$ cat src/rtl/mc_pkg.sv
// Shared encodings for the multi-cycle MIPS datapath: ALU functions, control-field codes,
// funct and opcode constants.
package mc_pkg;

    typedef enum logic [2:0] {
        ALU_ADD = 3'd0,
        ALU_SUB = 3'd1,
        ALU_AND = 3'd2,
        ALU_OR  = 3'd3,
        ALU_NOR = 3'd4,
        ALU_SLT = 3'd5
    } alu_fn_e;

    // alu_op field
    localparam logic [1:0] ALUOP_ADD   = 2'b00;
    localparam logic [1:0] ALUOP_SUB   = 2'b01;
    localparam logic [1:0] ALUOP_FUNCT = 2'b10;
    localparam logic [1:0] ALUOP_ADD2  = 2'b11;

    // alu_src_b field
    localparam logic [1:0] SRCB_REG    = 2'b00;
    localparam logic [1:0] SRCB_FOUR   = 2'b01;
    localparam logic [1:0] SRCB_IMM    = 2'b10;
    localparam logic [1:0] SRCB_IMM_SH = 2'b11;

    // pc_source field
    localparam logic [1:0] PCSRC_ALU    = 2'b00;
    localparam logic [1:0] PCSRC_ALUOUT = 2'b01;
    localparam logic [1:0] PCSRC_JUMP   = 2'b10;
    localparam logic [1:0] PCSRC_HOLD   = 2'b11;

    localparam logic [5:0] FN_ADD = 6'h20;
    localparam logic [5:0] FN_SUB = 6'h22;
    localparam logic [5:0] FN_AND = 6'h24;
    localparam logic [5:0] FN_OR  = 6'h25;
    localparam logic [5:0] FN_NOR = 6'h27;
    localparam logic [5:0] FN_SLT = 6'h2A;

    localparam logic [5:0] OP_R   = 6'h00;
    localparam logic [5:0] OP_LW  = 6'h23;
    localparam logic [5:0] OP_SW  = 6'h2B;
    localparam logic [5:0] OP_BEQ = 6'h04;
    localparam logic [5:0] OP_J   = 6'h02;

    function automatic logic [31:0] sext16(input logic [15:0] v);
        return {{16{v[15]}}, v};
    endfunction

endpackage

$ cat src/rtl/mc_alu_ctrl.sv
// ALU-control decode: maps the FSM's alu_op field and the instruction funct to an ALU function.
module mc_alu_ctrl
    import mc_pkg::*;
(
    input  logic [1:0] alu_op,
    input  logic [5:0] funct,
    output alu_fn_e    alu_fn
);

    always_comb begin
        alu_fn = ALU_ADD;
        unique case (alu_op)
            ALUOP_ADD:  alu_fn = ALU_ADD;
            ALUOP_SUB:  alu_fn = ALU_SUB;
            ALUOP_ADD2: alu_fn = ALU_ADD;
            ALUOP_FUNCT: begin
                case (funct)
                    FN_ADD:  alu_fn = ALU_ADD;
                    FN_SUB:  alu_fn = ALU_SUB;
                    FN_AND:  alu_fn = ALU_AND;
                    FN_OR:   alu_fn = ALU_OR;
                    FN_NOR:  alu_fn = ALU_NOR;
                    FN_SLT:  alu_fn = ALU_SLT;
                    default: alu_fn = ALU_ADD;
                endcase
            end
            default: alu_fn = ALU_ADD;
        endcase
    end

endmodule

$ cat src/rtl/mc_datapath.sv
// Multi-cycle MIPS datapath: PC/IR/MDR/A/B/ALUOut registers, ALU and PC-next logic.
// Define MC_DP_OVF_EN to enable the signed-overflow flag on add/sub.
module mc_datapath
    import mc_pkg::*;
#(
    parameter logic [31:0] RESET_PC = 32'h0000_0000
) (
    input  logic        clk,
    input  logic        rst_n,
    input  logic        pc_write,
    input  logic        pc_write_cond,
    input  logic        iord,
    input  logic        ir_write,
    input  logic        mem_to_reg,
    input  logic        reg_dst,
    input  logic        alu_src_a,
    input  logic [1:0]  alu_src_b,
    input  logic [1:0]  alu_op,
    input  logic [1:0]  pc_source,
    input  logic [31:0] mem_rdata,
    output logic [31:0] mem_addr,
    output logic [31:0] mem_wdata,
    input  logic [31:0] rf_rdata1,
    input  logic [31:0] rf_rdata2,
    output logic [4:0]  rf_raddr1,
    output logic [4:0]  rf_raddr2,
    output logic [4:0]  rf_waddr,
    output logic [31:0] rf_wdata,
    output logic [5:0]  op,
    output logic        zero,
    output logic        ovf
);

    logic [31:0] pc_q, ir_q, mdr_q, a_q, b_q, aluout_q;
    logic [31:0] imm_ext;
    logic [31:0] src_a, src_b, alu_res;
    logic [31:0] pc_next;
    logic        pc_en;
    alu_fn_e     alu_fn;

    mc_alu_ctrl u_alu_ctrl (
        .alu_op (alu_op),
        .funct  (ir_q[5:0]),
        .alu_fn (alu_fn)
    );

    assign imm_ext = sext16(ir_q[15:0]);
    assign src_a   = alu_src_a ? a_q : pc_q;

    always_comb begin
        src_b = b_q;
        unique case (alu_src_b)
            SRCB_REG:    src_b = b_q;
            SRCB_FOUR:   src_b = 32'd4;
            SRCB_IMM:    src_b = imm_ext;
            SRCB_IMM_SH: src_b = {imm_ext[29:0], 2'b00};
            default:     src_b = b_q;
        endcase
    end

    always_comb begin
        alu_res = src_a + src_b;
        case (alu_fn)
            ALU_ADD: alu_res = src_a + src_b;
            ALU_SUB: alu_res = src_a - src_b;
            ALU_AND: alu_res = src_a & src_b;
            ALU_OR:  alu_res = src_a | src_b;
            ALU_NOR: alu_res = ~(src_a | src_b);
            ALU_SLT: alu_res = {31'd0, $signed(src_a) < $signed(src_b)};
            default: alu_res = src_a + src_b;
        endcase
    end

    assign zero = (alu_res == 32'd0);

`ifdef MC_DP_OVF_EN
    // Overflow when operands (B inverted for sub) agree in sign but the result does not.
    logic ovf_add, ovf_sub;
    assign ovf_add = (src_a[31] == src_b[31]) && (alu_res[31] != src_a[31]);
    assign ovf_sub = (src_a[31] != src_b[31]) && (alu_res[31] != src_a[31]);
    assign ovf     = ((alu_fn == ALU_ADD) && ovf_add) || ((alu_fn == ALU_SUB) && ovf_sub);
`else
    assign ovf = 1'b0;
`endif

    always_comb begin
        pc_next = pc_q;
        unique case (pc_source)
            PCSRC_ALU:    pc_next = alu_res;
            PCSRC_ALUOUT: pc_next = aluout_q;
            PCSRC_JUMP:   pc_next = {pc_q[31:28], ir_q[25:0], 2'b00};
            PCSRC_HOLD:   pc_next = pc_q;
            default:      pc_next = pc_q;
        endcase
    end

    // pc_write dominates; the conditional load only matters when pc_write is low.
    assign pc_en = pc_write | (pc_write_cond & zero);

    always_ff @(posedge clk or negedge rst_n) begin
        if (!rst_n) begin
            pc_q     <= RESET_PC;
            ir_q     <= 32'd0;
            mdr_q    <= 32'd0;
            a_q      <= 32'd0;
            b_q      <= 32'd0;
            aluout_q <= 32'd0;
        end else begin
            if (pc_en) begin
                pc_q <= pc_next;
            end
            if (ir_write) begin
                ir_q <= mem_rdata;
            end
            mdr_q    <= mem_rdata;
            a_q      <= rf_rdata1;
            b_q      <= rf_rdata2;
            aluout_q <= alu_res;
        end
    end

    assign mem_addr  = iord ? aluout_q : pc_q;
    assign mem_wdata = b_q;
    assign rf_raddr1 = ir_q[25:21];
    assign rf_raddr2 = ir_q[20:16];
    assign rf_waddr  = reg_dst ? ir_q[15:11] : ir_q[20:16];
    assign rf_wdata  = mem_to_reg ? mdr_q : aluout_q;
    assign op        = ir_q[31:26];

endmodule

$ cat config.mk
export PLATFORM = sky130hd
export DESIGN_NAME = mc_datapath
export DESIGN_NICKNAME = d
export VERILOG_FILES = /design/src/rtl/mc_pkg.sv /design/src/rtl/mc_alu_ctrl.sv /design/src/rtl/mc_datapath.sv
export SDC_FILE = /design/constraint.sdc
export NUM_CORES = 1
export LEC_CHECK = 0
export BUFFER_PORTS_ARGS = -buffer_cell sky130_fd_sc_hd__buf_2
export CORE_UTILIZATION = 53
export CTS_CLUSTER_DIAMETER = 60
export CTS_CLUSTER_SIZE = 28
export DETAILED_ROUTE_END_ITERATION = 10
export PLACE_DENSITY = 0.77
export RECOVER_POWER = 25
export SETUP_SLACK_MARGIN = 0.4
export SYNTH_ARGS = -nofsm -noshare
export SYNTH_HDL_FRONTEND = slang
export SYNTH_HIERARCHICAL = 1
export SYNTH_SLANG_ARGS = --single-unit
$ cat constraint.sdc
create_clock -name clk -period 6.1 [get_ports clk]
set_input_delay 1.22 -clock clk [delete_from_list [all_inputs] [get_ports clk]]
set_output_delay 1.22 -clock clk [all_outputs]
set_load 0.03 [all_outputs]
==> results.txt, run 1 <==
----------------------------------------------------
[Synthesis]
  Number of warnings reported in the yosys synthesis log ... 6
  Number of flops mapped to enable cells by yosys ... 0
  Top cells by area, synth ... dfrtp_1 34%, mux2_2 11%, ha_1 8.8%
  Cell with the most instances after synthesis ... dfrtp_1
  Post-synth cell types ... 84
  Top cell type's share of synthesized area ... 34.1%
  Mean instance size in the synthesized netlist ... 9.28 sq um
  Leading area contributor after synthesis ... dfrtp_1
  Most frequent cells after synthesis ... 192 x dfrtp_1, 136 x mux2_2, 116 x a21oi_1, 116 x inv_1, 102 x nor2_1
  Post-synth top flop ... dfrtp_1
  Post-synth net total ... 1729
  Synth Register Bits ... 192
  Cell area after technology mapping ... 0.0141 sq mm
  Instance count of the mapped netlist ... 1517
  Sequential share of the synthesized area ... 34.1%
  Synth async-reset ratio ... 100%

[Placement]
  Area after detailed placement ... 0.0181 sq mm
  Final weighted congestion of routability-driven global placement ... 1.05
  IO buf count ... 228
  Post-detailed-placement half-perimeter wirelength ... 42.5 mm
  Minimum setup slack after placement ... -0.744 ns

[Clocking]
  TritonCTS clock tree ... done
  Clock tree sinks ... 192
  Later-pin clock latency in the skew report ... 0.47 ns
  Clock Tree Buf Depth ... 2
  CTS HTree Levels ... 4
  Clock root buffer master ... clkbuf_16
  Clk slew on worst S/H paths ... 0.08 ns
  Hold bufs inserted after CTS ... 0
  CTS buffer count ... 17

[Timing]
  FMAX ... 151 MHz
  Post-layout min period ... 6.64 ns
  Period utilization ... 109%
  Max-slew violation total from the final report ... 195
  Worst Skew ... 0.0335 ns
  Headroom to the max-slew limit ... -55.1%
  Post-Route Setup TNS ... -0.543 ns
  PnR worst setup slack ... -0.543 ns
  Unrepaired setup endpoints after global routing ... yes
  Actual slew at the worst max-slew pin ... 2.33 ns
  Setup violations, final ... 1
  Count of final hold-check violations ... 0

[Status]
  Failing checks ... capacitance limit, slew limit, setup timing
  Run status ... complete, but fails checks

[Setup path]
  List of cells traversed by the critical path ... buf_12 -> mux2i_2 -> nor2_2 -> buf_6 -> buf_6 -> ha_4 -> fa_2 -> a21oi_2 -> buf_4 -> o21bai_4 -> a221o_1 -> a221o_1 -> or4_4 -> nor3_4 -> nand2_2 -> nor4_4 -> and4b_1 -> nand4_1 -> nor3_4 -> buf_6
  Delay-heaviest family, CP ... simple AND/OR/NAND/NOR gates
  Critical path data required time ... 4.88 ns
  Critical Path Slowest Stage Cell ... or4_4
  Critical path class ... in2out
  Setup crit start kind ... input pin
  Count of cell instances traversed by the critical path ... 20
  WP buf/inv ... 5
  Crit-path max cell delay ... 0.52 ns
  Critical path peak fanout ... 6
  Endpoint type of the worst setup path ... output port
  Cell depth of the worst flop-to-flop path ... 22
  Cell mode on critical path ... buf_6
  Worst path arrival time ... 5.42 ns

[Power]
  Fraction of power consumed by the clock network ... 15.7%
  Fraction of power spent switching nets ... 46.2%
  Sequential power share ... 23.4%
  Sw Pwr ... 3.60 mW
  Internal power component ... 4.19 mW
  Share of power burned in combinational logic ... 60.9%
  Worst VDD drop ... 0.308 mV
  Static Leakage ... 9.51 nW
  Cell Pwr Density ... 395 mW/mm^2

[Routing]
  Routed metal-1 wirelength ... 24.5 mm
  Detail-routed via count per cell ... 6.36
  Detailed route wirelength on metal3 ... 7.57 mm
  Drt drc ... 0
  Iteration count of the initial detailed-routing pass ... 6
  Routed wirelength normalized by instance count ... 25.6 um
  Highest routed layer ... met5
  Routed length on met2 ... 26.6 mm
  Post-detailed-routing wire length ... 61.7 mm
  Remaining antenna violation count after routing ... 0
  Drt initial violations ... 1816
  Via count ... 15300

[Run]
  # Max-Cap Violations ... 2

[Hold path]
  Class of the tightest hold or removal check ... reg2reg
  Cell depth of the worst hold path ... 1

[Floorplan]
  Full die area ... 0.0272 sq mm
  X dimension of the die ... 165 um
  Effective utilization at floorplan ... 54.0%
  Std-Cell Core Area ... 0.0261 sq mm
  I/O pin count ... 230
  Die Ht ... 165 um
  Row count ... 59

[Final layout]
  Layout Cell Area excl Fill ... 0.0197 sq mm
  Number of nets in the finished design ... 2272
  Proportion of layout cells with a drive suffix above 1 ... 43.1%
  Area added between synthesis and finish ... 40.1%

[Global routing]
  Maximum number of pins on one net before global-route repair ... 173
  Via count of the first global-routing pass ... 14700
  Grt total ovfl ... 0
  Global-route wire length before repair ... 89.9 mm
  Antenna violations before repair ... 2
  GR Util All Layers ... 44.9%

----------------------------------------------------
==> state kept, by name, indices dropped and copies added, names as in the netlist <==
name	cells
mem_wdata	32
mdr_q	32
pc_q	32
aluout_q	32
ir_q	32
a_q	32
==> cell usage in the layout (no fill, tap or decap), types with 11 or more instances in the layout <==
cell and n:
nor2_1 98, ha_1 82, or3_1 11, nand2_1 92
mux2_2 121, mux2_4 34, clkbuf_1 38, a22oi_1 25
nand2b_1 12, mux2i_1 22, a21oi_1 107, ha_4 11
buf_4 386, a22o_1 15, buf_2 186, nor3_1 23
a211oi_1 34, a21o_1 21, nand3_1 24, nor2b_1 16
nor4_1 13, buf_6 15, dfrtp_1 192, clkbuf_16 17
o21ai_0 61, inv_1 113
==> final timing paths <==
path                         startpoint            end  slack, ns
min reg2reg                    ir_q[29]       ir_q[29]       0.52
min in group asynchronous         rst_n  mem_wdata[17]       1.20
max in group asynchronous         rst_n        a_q[31]       1.64
max reg2reg                     ir_q[0]        pc_q[1]       0.37
max                        alu_src_b[1]           zero      -0.54
min                            ir_q[29]       ir_q[29]       0.52
==> metrics by stage <==
step	instances	total power [mW]	util [%]	hold WS [ns]
global route	2409	8.06	75.7	0.539
detailed placement	2342	5.94	69.5	0.490
floorplan	1517	3.98	-	0.482
global placement	2342	5.88	69.5	0.484
CTS	2399	7.34	74.5	0.514
finish	2409	7.78	75.7	0.515
==> repair_timing <==
item                       4_1_cts  5_1_grt
setup buffers                   20        9
cloned                           5        0
pin swaps                       22       30
setup endpoints to repair       33       33
resized for setup               79       65
==> power groups by stage <==
stage | combinational, mW | clock (mW) | sequential (mW)
floorplan | 2.30 | 0 | 1.69
global placement | 4.12 | 0 | 1.76
detailed placement | 4.17 | 0 | 1.78
CTS | 4.38 | 1.19 | 1.77
global route | 4.98 | 1.26 | 1.82
finish | 4.74 | 1.22 | 1.82
==> layout make-up <==
class                      instances  area [sq um]
inverter                         116           435
clock buffer                      17           425
fill                            1784          6340
timing repair buffer             641          4490
clock inverter                    15           191
antenna                            1          2.50
multi-input combinational       1092          8950
sequential                       192          4800
tap                              335           419
==> logic make-up after synthesis <==
kind of cell,count (synthesis),share of synthesized area [%]
AND/OR/NAND/NOR,353,12.2
multiplexers,187,15.3
other,1,0.0266
flip-flops,192,34.1
adder cells (fa/ha/maj),101,9.09
XOR/XNOR,10,0.622
buffers and inverters,233,7.08
AO/OA/AOI/OAI,440,21.6
==> routing by layer <==
metal	vias to the layer above	GRT usage, %
met4	4	19.0
li1	6566	-
met1	7342	61.2
met2	1142	66.8
met5	-	0
met3	266	12.2
(Power assumes the default switching activity.)
==> inputs of run 2 (changes only) <==
- CAP_MARGIN: not set -> 20
- CTS_BUF_LIST: not set -> sky130_fd_sc_hd__clkbuf_4 sky130_fd_sc_hd__clkbuf_8 sky130_fd_sc_hd__clkbuf_16
- MAX_ROUTING_LAYER: not set -> met4
==> results.txt, run 2 (synthesis results as in run 1) <==
----------------------------------------------------
[Setup path]
  List of cells traversed by the critical path ... buf_8 -> buf_12 -> mux2_4 -> ha_4 -> fa_2 -> a21oi_2 -> buf_4 -> o211ai_1 -> a21o_1 -> a221o_1 -> a221o_1 -> or4_4 -> nor4_4 -> and4b_1 -> nand4_1 -> nor3_4 -> buf_6
  Critical path class ... in2out
  WP buf/inv ... 4 (-1)
  Critical path peak fanout ... 6 (unchanged)
  Critical Path Slowest Stage Cell ... or4_4
  Critical path data required time ... 4.88 ns (about the same)
  Setup crit start kind ... input pin
  Delay-heaviest family, CP ... compound AO/OA/AOI/OAI gates
  Worst path arrival time ... 5.34 ns (-0.08 ns)
  Crit-path max cell delay ... 0.45 ns (-0.07 ns)
  Cell mode on critical path ... a221o_1
  Endpoint type of the worst setup path ... output port

[Clocking]
  TritonCTS clock tree ... done
  Clock root buffer master ... clkbuf_16
  Clock Tree Buf Depth ... 2 (unchanged)
  CTS HTree Levels ... 4 (unchanged)
  Clock tree sinks ... 192 (unchanged)
  Clk slew on worst S/H paths ... 0.09 ns (about the same)
  Later-pin clock latency in the skew report ... 0.45 ns (-0.02 ns)
  CTS buffer count ... 17 (unchanged)

[Timing]
  Period utilization ... 107% (-1.4 points)
  FMAX ... 153 MHz (+1.3%)
  Post-Route Setup TNS ... -2.74 ns (-2.20 ns)
  Headroom to the max-slew limit ... -54.7% (+0.43 points)
  Max-slew violation total from the final report ... 209 (+7.2%)
  PnR worst setup slack ... -0.456 ns (+0.0862 ns)
  Worst Skew ... 0.0259 ns (-0.00760 ns)
  Count of final hold-check violations ... 0 (unchanged)
  Post-layout min period ... 6.56 ns (-0.0862 ns)
  Hold slack ... 0.513 ns (-0.00178 ns)
  Setup violations, final ... 29 (+28)
  Actual slew at the worst max-slew pin ... 2.32 ns (-0.00652 ns)
  Unrepaired setup endpoints after global routing ... yes

[Global routing]
  Grt total ovfl ... 0 (unchanged)
  Antenna violations before repair ... 0 (-2)
  GR Util All Layers ... 43.8% (-1.1 points)
  Global-route wire length before repair ... 85.8 mm (-4.6%)
  Maximum number of pins on one net before global-route repair ... 176 (+1.7%)
  Via count of the first global-routing pass ... 14600 (-0.78%)

[Final layout]
  Non-filler instance count after layout ... 2396 (-0.54%)
  Footprint of the flip-flops and latches ... 0.00480 sq mm (unchanged)
  Multi-input gate area ... 0.00886 sq mm (-1.1%)
  Proportion of layout cells with a drive suffix above 1 ... 42.9% (-0.23 points)
  Number of nets in the finished design ... 2260 (-0.53%)
  Antenna diode count ... 0 (-1)
  Commonest non-fill, non-tap cell in the layout ... buf_4
  Area added between synthesis and finish ... 38.4%
  Fill count ... 1833 (+2.7%)
  Highest-count cells in the layout ignoring fill and taps ... 384 x buf_4, 194 x buf_2, 192 x dfrtp_1

[Floorplan]
  Std-Cell Core Area ... 0.0261 sq mm (unchanged)
  Effective utilization at floorplan ... 54.0% (unchanged)
  I/O pin count ... 230 (unchanged)
  Die Ht ... 165 um (unchanged)
  X dimension of the die ... 165 um (unchanged)
  Row count ... 59 (unchanged)
  Full die area ... 0.0272 sq mm (unchanged)

[Power]
  Sw Pwr ... 3.52 mW (-2.0%)
  Cell Pwr Density ... 393 mW/mm^2 (-0.46%)
  Internal power component ... 4.13 mW (-1.4%)
  Static Leakage ... 9.43 nW (-0.84%)
  Share of power burned in combinational logic ... 60.4% (-0.5 points)
  Fraction of power consumed by the clock network ... 16.1% (+0.4 points)
  Fraction of power spent switching nets ... 46.1% (-0.15 points)
  Worst VDD drop ... 0.273 mV (-11%)
  Sequential power share ... 23.5% (about the same)

[Run]
  # Max-Cap Violations ... 3 (+1)

[Routing]
  Drt drc ... 0 (unchanged)
  Drt initial violations ... 1694 (-6.7%)
  Routed wirelength normalized by instance count ... 24.5 um (-4.3%)
  Detail-routed via count per cell ... 6.30 (-0.97%)
  Post-detailed-routing wire length ... 58.7 mm (-4.8%)
  Remaining antenna violation count after routing ... 0 (unchanged)
  Via count ... 15100 (-1.5%)
  Iteration count of the initial detailed-routing pass ... 7 (+1)

[Placement]
  Cell count after placement ... 2342 (unchanged)
  Final weighted congestion of routability-driven global placement ... 1.09 (+3.7%)
  IO buf count ... 228 (unchanged)
  Post-detailed-placement half-perimeter wirelength ... 42.9 mm (+1.1%)

[Status]
  Failing checks ... capacitance limit, slew limit, setup timing
  Run status ... complete, but fails checks

[Hold path]
  Class of the tightest hold or removal check ... reg2reg

----------------------------------------------------
-- run 2: layout make-up --
type	count	area share [%]
Clock buffer	18	2.26
Multi-Input combinational cell	1092	45.5
Timing Repair Buffer	629	22.2
Clock inverter	14	0.977
Inverter	116	2.24
Tap cell	335	2.15
Sequential cell	192	24.7
-- run 2: through the flow --
step	power (mW)	utilization (%)	worst slack, ns	instance area [sq um]
6_report	7.65	74.7	-0.456	19500
3_5_place_dp	5.93	69.5	-0.747	18100
3_3_place_gp	5.87	69.5	-0.699	18100
2_1_floorplan	3.98	-	0.0322	14200
4_1_cts	7.30	73.4	-0.397	19100
5_1_grt	7.94	74.7	-0.638	19500
-- run 2: power groups by stage --
stage	logic (mW)	clock network (mW)	registers (mW)
floorplan	2.30	0	1.69
global placement	4.12	0	1.76
detailed placement	4.16	0	1.77
CTS	4.32	1.22	1.76
global route	4.87	1.27	1.81
finish	4.62	1.23	1.80
-- run 2: worst paths after layout --
path / depth (start not counted) / to / from / slack, ns
worst max-delay path: 17 / zero / alu_src_a / -0.46
worst min-delay path: 1 / ir_q[30] / ir_q[30] / 0.51
worst max register to register: 26 / pc_q[22] / ir_q[0] / 0.25
worst min register to register: 1 / ir_q[30] / ir_q[30] / 0.51
max in group asynchronous: 2 / aluout_q[17] / rst_n / 1.83
min in group asynchronous: 1 / mem_wdata[17] / rst_n / 1.10
-- run 2: metal layers --
layer	GRT usage [%]	wire length, um	vias up
met5	-	0	-
met4	16.6	2400	0
met3	9.24	6580	204
met2	64.0	25600	1055
met1	59.3	24100	7284
li1	-	-	6546
-- run 2: timing repair --
item	in CTS	in global routing
buffers inserted	5	12
setup endpoints to repair	33	33
pin swaps	11	17
hold buffers	0	0
gates resized for setup	53	59
gates cloned	4	1
